`config.mk`:
```
export PLATFORM = sky130hd
export DESIGN_NAME = load_sequencer
export DESIGN_NICKNAME = d
export VERILOG_FILES = /design/src/rtl/load_seq_pkg.sv /design/src/rtl/sync_fifo.sv /design/src/rtl/load_sequencer.sv
export SDC_FILE = /design/constraint.sdc
export NUM_CORES = 1
export LEC_CHECK = 0
export CAP_MARGIN = 20
export CORE_MARGIN = 1.5
export CORE_UTILIZATION = 54
export CTS_BUF_LIST = sky130_fd_sc_hd__clkbuf_8
export DETAILED_ROUTE_END_ITERATION = 6
export GPL_TIMING_DRIVEN = 0
export PLACE_DENSITY_LB_ADDON = 0.1
export SYNTH_ARGS = -nofsm -noshare
export SYNTH_HDL_FRONTEND = slang
export SYNTH_SLANG_ARGS = --single-unit
```
`constraint.sdc`:
```
create_clock -name clk -period 2.5 [get_ports clk]
set_input_delay 0.25 -clock clk [delete_from_list [all_inputs] [get_ports clk]]
set_output_delay 0.25 -clock clk [all_outputs]
set_load 0.02 [all_outputs]
```
`src/rtl/load_seq_pkg.sv`:
```
// Shared types and default sizing for the load sequencer slice.
package load_seq_pkg;

  localparam int DEF_DATA_W = 10;
  localparam int DEF_DEPTH  = 8;
  localparam int DEF_GAP_W  = 8;

  typedef enum logic [1:0] {
    IDLE = 2'd0,
    LOAD = 2'd1,
    WAIT = 2'd2
  } state_e;

endpackage

```
`src/rtl/sync_fifo.sv`:
```
// Single-clock FIFO with registered occupancy; DEPTH must be a power of two so
// the pointers wrap for free.
module sync_fifo #(
  parameter int DATA_W = 10,
  parameter int DEPTH  = 8,
  localparam int PTR_W = $clog2(DEPTH),
  localparam int CNT_W = PTR_W + 1
) (
  input  logic              clk,
  input  logic              reset,
  input  logic              push,
  input  logic              pop,
  input  logic [DATA_W-1:0] wdata,
  output logic [DATA_W-1:0] rdata,
  output logic              full,
  output logic              empty,
  output logic [CNT_W-1:0]  count
);

  logic [DATA_W-1:0] mem_q [DEPTH];
  logic [PTR_W-1:0]  wr_ptr_q, rd_ptr_q;
  logic [CNT_W-1:0]  count_q;
  logic              do_push, do_pop;

  assign full    = (count_q == CNT_W'(DEPTH));
  assign empty   = (count_q == '0);
  assign count   = count_q;
  assign rdata   = mem_q[rd_ptr_q];
  assign do_push = push && !full;
  assign do_pop  = pop && !empty;

  // NOTE: sequential state is written with <= so every flop samples the
  // pre-edge values of its neighbours, independent of statement order.
  always_ff @(posedge clk) begin
    if (reset) begin
      wr_ptr_q <= '0;
      rd_ptr_q <= '0;
      count_q  <= '0;
    end else begin
      if (do_push) wr_ptr_q <= wr_ptr_q + 1'b1;
      if (do_pop)  rd_ptr_q <= rd_ptr_q + 1'b1;
      case ({do_push, do_pop})
        2'b10:   count_q <= count_q + 1'b1;
        2'b01:   count_q <= count_q - 1'b1;
        default: count_q <= count_q;
      endcase
    end
  end

  // NOTE: storage is deliberately not reset; empty/count gate every read, so
  // clearing it would only cost a reset net on every bit.
  always_ff @(posedge clk) begin
    if (do_push) mem_q[wr_ptr_q] <= wdata;
  end

endmodule

```
`src/rtl/load_sequencer.sv`:
```
// Drains queued words into load_counter as one-cycle load strobes, spaced by a
// programmable idle gap between loads.
module load_sequencer
  import load_seq_pkg::*;
#(
  parameter int DATA_W = DEF_DATA_W,
  parameter int DEPTH  = DEF_DEPTH,
  parameter int GAP_W  = DEF_GAP_W
) (
  input  logic                     clk,
  input  logic                     reset,
  input  logic                     in_valid,
  input  logic [DATA_W-1:0]        in_data,
  output logic                     in_ready,
  input  logic                     enable,
  input  logic [GAP_W-1:0]         gap,
  output logic                     load_en,
  output logic [DATA_W-1:0]        data_out,
  output logic [$clog2(DEPTH):0]   fifo_count,
  output logic                     busy
);

  state_e            state_q, state_d;
  logic [GAP_W-1:0]  gap_cnt_q, gap_cnt_d;
  logic              load_en_q;
  logic [DATA_W-1:0] data_out_q;
  logic [DATA_W-1:0] fifo_head;
  logic              fifo_full, fifo_empty;

  sync_fifo #(
    .DATA_W (DATA_W),
    .DEPTH  (DEPTH)
  ) u_fifo (
    .clk   (clk),
    .reset (reset),
    .push  (in_valid && in_ready),
    .pop   (state_q == LOAD),
    .wdata (in_data),
    .rdata (fifo_head),
    .full  (fifo_full),
    .empty (fifo_empty),
    .count (fifo_count)
  );

  // NOTE: every signal driven here gets a default first, so no path through
  // the case can leave one unassigned and infer a latch.
  always_comb begin
    state_d   = state_q;
    gap_cnt_d = gap_cnt_q;
    unique case (state_q)
      IDLE: if (enable && !fifo_empty) state_d = LOAD;
      LOAD: begin
        state_d   = WAIT;
        gap_cnt_d = gap;
      end
      WAIT: begin
        if (gap_cnt_q == '0) state_d = IDLE;
        else                 gap_cnt_d = gap_cnt_q - 1'b1;
      end
      default: state_d = IDLE;
    endcase
  end

  // Strobe and data are registered off the next state so they line up with
  // LOAD without any combinational path from the upstream handshake.
  always_ff @(posedge clk) begin
    if (reset) begin
      state_q    <= IDLE;
      gap_cnt_q  <= '0;
      load_en_q  <= 1'b0;
      data_out_q <= '0;
    end else begin
      state_q   <= state_d;
      gap_cnt_q <= gap_cnt_d;
      load_en_q <= (state_d == LOAD);
      if (state_d == LOAD) data_out_q <= fifo_head;
    end
  end

  assign in_ready = !fifo_full;
  assign load_en  = load_en_q;
  assign data_out = data_out_q;
  assign busy     = (state_q != IDLE);

endmodule

```
# After elaboration in Yosys (flattened, before gate mapping)
# Memories as Yosys holds them, arrays and structs flattened. A register that Yosys moved wholly into a read port is not among the register bits.
# Index checks and enable logic that the tools add are counted.
# word_totals
regBits,21
latchBits,0
ram_bits,80
rom_bits,0
in_bits,22
out_inout_bits,17
word_cells,40
memories,1
# mem_list
name,depth,width,rd,rd_ports_with_merged_regs,write_ports,line_no,rtl
u_fifo.mem_q,8,10,1,1,1,sync_fifo.sv:20,logic [DATA_W-1:0] mem_q [DEPTH];
# op_classes
n_addsub,5
n_mul,0
n_div,0
order_cmp,0
n_eq_ne,7
n_shift,0
mux,8
bitwise_logic,0
reduce_logical,13
# op_table
cell,count
case mux 8 bit (2 select lines),1
zero test 8 bit,1
two-way mux 8 bit,1
case mux 4 bit (2 select lines),1
"subtractor 8 x 1 -> 8 bit, second input constant",1
"adder 3 x 1 -> 3 bit, second input constant",2
"== test 2 x 1 -> 1 bit, second input constant",3
case mux 2 bit (3 select lines),1
nonzero test 2 bit,3
"adder 4 x 1 -> 4 bit, second input constant",1
"== test 2 bit, second input constant",2
"== test 4 bit, second input constant",1
logical AND 1 bit,4
zero test 4 bit,1
two-way mux 2 bit,2
"subtractor 4 x 1 -> 4 bit, second input constant",1
zero test 1 bit,2
zero test 2 bit,1
two-way mux 1 bit,2
"inequality test 2 bit, second input constant",1
AND reduction 2 bit,1

# Depth between registers and ports, before layout
# logic_depth
word_depth,6
depth_mapped,12

# By module
# From an unflattened synthesis, not the netlist that was laid out.
# unflattened
hier_cells,301
hier_area_um2,4624.4
# modules_own_cells
mod,instances,cells_each,area_per_inst_um2,seq_area_each_um2
sync_fifo,1,189,3701.0,2662.6
load_sequencer,1,112,923.4,420.4

# Least setup slack after synthesis
# Ideal clock, no wire load.
# synth_timing
kind,register to register
startpoint,register u_fifo.count_q[1] (netlist: u_fifo.count[1])
endpoint,register u_fifo.count_q[2] (netlist: u_fifo.count[2])
arrival_ps,2766
setup_slack_ps,-337
path_stages_with_launch,12
path_buffers,2
period_less_slack_ps,2837
cell_sequence,dfxtp_1 buf_6 or4b_2 clkbuf_1 nand2_1 ha_1 xor2_1 ha_1 a21oi_1 xor2_1 or3_1 a21oi_1
# synth_between
elab_chain_cells,6
word_cells_on_any_way,13
cone_classes,add/sub: 2; eq/ne: 3; mux: 1; reduce/logical: 7
# synth_rtl
element,line_no,rtl
start: declaration,sync_fifo.sv:22,logic [CNT_W-1:0] count_q;
start signal: assignment,sync_fifo.sv:43,2'b10: count_q <= count_q + 1'b1;
start signal: assignment,sync_fifo.sv:44,2'b01: count_q <= count_q - 1'b1;
start signal: assignment,sync_fifo.sv:45,default: count_q <= count_q;
== test 4 bit (*),sync_fifo.sv:25,assign full = (count_q == CNT_W'(DEPTH));
zero test 1 bit (*),load_sequencer.sv:80,assign in_ready = !fifo_full;
net in_ready,load_sequencer.sv:14,"output logic in_ready,"
logical AND 1 bit,load_sequencer.sv:36,".push (in_valid && in_ready),"
logical AND 1 bit (*),sync_fifo.sv:29,assign do_push = push && !full;
== test 2 x 1 -> 1 bit or == test 2 bit (tied branches),sync_fifo.sv:42,"case ({do_push, do_pop})"
case mux 4 bit (2 select lines) or nonzero test 2 bit (tied branches),-,
# Mark *: on every way through the listed nets, which the timed path passes. The rest lies on a longest branch.
# A chain may end at the register's enable or synchronous reset.

# Worst setup path after layout
# layout_timing
startpoint,register u_fifo.count_q[1] (netlist: u_fifo.count[1])
endpoint,register u_fifo.count_q[2] (netlist: u_fifo.count[2])
# layout_between
word_cells_on_any_way,13
cone_classes,add/sub: 2; eq/ne: 3; mux: 1; reduce/logical: 7
# layout_lines
element,line_no,rtl
zero test 4 bit (*),sync_fifo.sv:26,assign empty = (count_q == '0);
zero test 1 bit (*),sync_fifo.sv:30,assign do_pop = pop && !empty;
logical AND 1 bit (*),sync_fifo.sv:30,
net u_fifo.do_pop,sync_fifo.sv:23,"logic do_push, do_pop;"
== test 2 x 1 -> 1 bit or == test 2 bit (tied branches),sync_fifo.sv:42,
case mux 4 bit (2 select lines) or nonzero test 2 bit (tied branches),-,
# Marks and branches as above.

==> key figures <==
Layout
  – Layout filler cell count: 610
  – Area added between synthesis and finish: 19.6%
  – Non-Filler Cell Area, Final: 5410 um2
  – Area used by multi-input combinational logic: 1490 um2
  – Final antenna diode count: 0
  – Net total in the final layout: 372
  – Sequential standard cell area: 3020 um2
  – Fraction of layout instances using a drive strength above 1: 19.8%

Floorplan
  – Starting density of the core: 55.4%
  – Die boundary height: 94.6 um
  – Placeable Area: 8180 um2
  – Placement row count: 33
  – Ports placed on the boundary: 39
  – Die Width: 94.6 um
  – Die area: 8940 um2

Critical path
  – WP data arrival: 2.69 ns
  – Critical path buffers and inverters: 3
  – Cell-by-cell trace of the critical path: buf_6 -> or4_4 -> buf_6 -> nand2_4 -> inv_2 -> ha_4 -> xor2_2 -> ha_2 -> a21oi_2 -> xor2_1 -> or3_1 -> a21oi_1
  – Largest stage delay on the critical path: 0.48 ns
  – Worst setup slack for register-to-register paths: 0.11 ns
  – Category of the most critical setup path: flop to flop
  – Data required time at the worst endpoint: 2.79 ns
  – Critical path peak fanout: 8
  – Most frequent cell on the critical path: buf_6
  – Kind of start point of the critical path: flop
  – CP max-delay cell: or4_4
  – Crit path max-delay family: simple AND/OR/NAND/NOR gates
  – Endpoint kind of the worst setup timing path: flop

Routing
  – Pre-Repair DR Iteration Count: 4
  – Post-DRT Antenna Nets: 0
  – Number of DRC markers after the initial detailed-route iteration: 157
  – Overall routed net length: 8.72 mm
  – Routed length per instance: 19.2 um
  – Vias/cell: 5.89
  – Residual DRC count: 0
  – DR vias: 2669

Place
  – Final weighted congestion in routability-driven placement: 0.842
  – DP Wirelength: 5.61 mm
  – Port buffer count: 38
  – Instance area at placement: 5150 um2

STA
  – Final Hold Vio Count: 0
  – Final-layout setup total negative slack: 0 ns
  – Max-slew headroom at the worst pin: 28.6%
  – Final setup skew: 0.0122 ns
  – Final cycle utilization of the critical path: 95.7%
  – Transition at the pin with the smallest max-transition slack: 1.07 ns
  – Highest achievable clock rate: 418 MHz
  – Final Critical Period: 2.39 ns
  – Max-slew violation total from the final report: 0
  – Final Setup Violations: 0
  – Worst hold slack across all endpoints: 0.453 ns

Global routing
  – Initial antenna violation count: 0
  – Vias in the first global route: 2537
  – Total global routing track utilization: 21.2%
  – Grt ovf: 0
  – Largest net degree at the start of global routing: 19
  – First-pass GRT wire length: 13.6 mm

Synth
  – Post-synth top flop: edfxtp_1
  – Cell variety after synth: 42
  – Share of synthesized registers carrying an async set or reset: 0%
  – Portion of the post-synthesis area used by sequential elements: 66.8%
  – Mean area per synthesized cell: 15.7 um2
  – Flip-flop and latch count after synthesis: 111
  – Net count after synthesis: 317
  – Combined area of all synthesized cells: 4530 um2
  – Post-synth EDFFs: 80
  – Number of warning messages in the yosys log: 0
  – Number of standard cells after synthesis: 288

Run
  – MaxCap Viol Count: 0

Pwr
  – Maximum resistive drop on vdd: 0.566 mV
  – Total power per unit cell area: 703 nW/um2
  – Final Total Pwr: 3800 uW
  – Leakage power of the design: 0.00185 uW

Clock network
  – Clock Path Buffers: 2
  – Clock tree from TritonCTS: yes
  – Maximum level of the CTS H-tree: 3
  – Count of hold-fix buffers inserted at cts: 0
  – Root Driver: clkbuf_8
  – Clock transition at the registers of the reported paths: 0.10 ns
  – Worst skew pair latency: 0.36 ns
  – Count of clock tree sinks: 111
  – Inserted Clock Buffers: 9

Hold path
  – Worst Hold Class: input pin to flop

Outcome
  – Run status: completed
## where the power goes
part	internal (uW)	leakage, uW	switching [uW]
clock	562	0.000116	580
combinational	266	0.000758	287
sequential	2050	0.000979	58.0
## logic make-up after synthesis
kind of cell / after synthesis / synth area share, %
xor gates and xnor gates: 10 / 1.93
muxes: 22 / 10.4
AOI/OAI and AO/OA: 39 / 6.50
DFF: 111 / 66.8
and+or+nand+nor: 80 / 10.2
adders and majority gates: 7 / 1.93
buffers and inverters: 19 / 2.27
## metrics by stage
stage | worst slack [ns] | std cells | utilization [%]
floorplan | 0.00104 | 288 | -
global placement | -0.998 | 431 | 62.2
detailed placement | -0.123 | 435 | 63.0
CTS | 0.0493 | 452 | 65.9
global route | -0.0176 | 453 | 66.2
finish | 0.108 | 453 | 66.2
## cell type report
cell class                      count  share of cell area [%]
Sequential cell                   111                    55.9
Multi-Input combinational cell    158                    27.5
Timing Repair Buffer               45                    8.20
Tap cell                          105                    2.43
Clock buffer                        9                    2.29
Buffer                             14                    1.76
Clock inverter                      7                    1.66
Inverter                            4                   0.277
## Yosys cell counts, drive strengths merged (3+ instances only)
| master | instances | area share, % |
|---|---|---|
| edfxtp | 80 | 53 |
| dfxtp | 31 | 14 |
| mux4 | 20 | 10 |
| nor2 | 16 | 1.3 |
| nand2 | 11 | 0.91 |
| a221o | 10 | 2.2 |
| and3 | 10 | 1.4 |
| clkbuf | 10 | 0.83 |
| nand3 | 9 | 0.99 |
| a21oi | 8 | 0.88 |
| xor2 | 8 | 1.5 |
| ha | 7 | 1.9 |
| nor3 | 6 | 0.66 |
| buf | 5 | 1.1 |
| nand2b | 5 | 0.69 |
| o21ai | 5 | 0.55 |
| a211oi | 4 | 0.66 |
| a31oi | 4 | 0.69 |
| inv | 4 | 0.33 |
| nor2b | 4 | 0.72 |
| a221oi | 3 | 0.58 |
| or3 | 3 | 0.41 |
## layout by cell type, fill, tap and decap left out, types with 5 or more instances in the layout
cell             count
clkbuf_1             7
xor2_1               7
dfxtp_1             30
clkbuf_8            10
mux4_2              20
clkdlybuf4s50_1     38
buf_6                7
and3_1              10
nor2_1              16
a221o_1             10
nand2b_1             5
a21oi_1              7
nand2_1              9
inv_1                5
nand3_1              9
edfxtp_1            80
## registers in the layout (all words and copies together), names as in the netlist
name and cells:
state_q 2, data_out 10, u_fifo.wr_ptr_q 3, u_fifo.mem_q 80, gap_cnt_q 8, u_fifo.count 4
u_fifo.rd_ptr_q 3, load_en 1
## metal layers
metal  share of wire (%)  global-route usage [%]
met1                  46                    30.1
met2                  48                    33.0
met3                 5.5                    5.39
met4                0.92                    5.60
met5                   0                       0
## tightest hold or removal path, cell delays in order
cell and delay [ns]:
clkdlybuf4s50_1 0.39, nand2_1 0.06, a31oi_1 0.07
## timing repair
| item | CTS | global route |
|---|---|---|
| endpoints found under the setup margin | 2 | 2 |
| pin swaps | 3 | 2 |
| resized for setup | 4 | 6 |
| setup buffers | 2 | 1 |
## final timing paths
| path | start | to | cells after the start |
|---|---|---|---|
| min reg2reg | data_out[6] | data_out[6] | 1 |
| min | gap[4] | gap_cnt_q[4] | 3 |
| max reg2reg | u_fifo.count[1] | u_fifo.count[2] | 12 |
| max | u_fifo.count[1] | u_fifo.count[2] | 12 |
No activity file was read; power rests on OpenSTA's default activity.
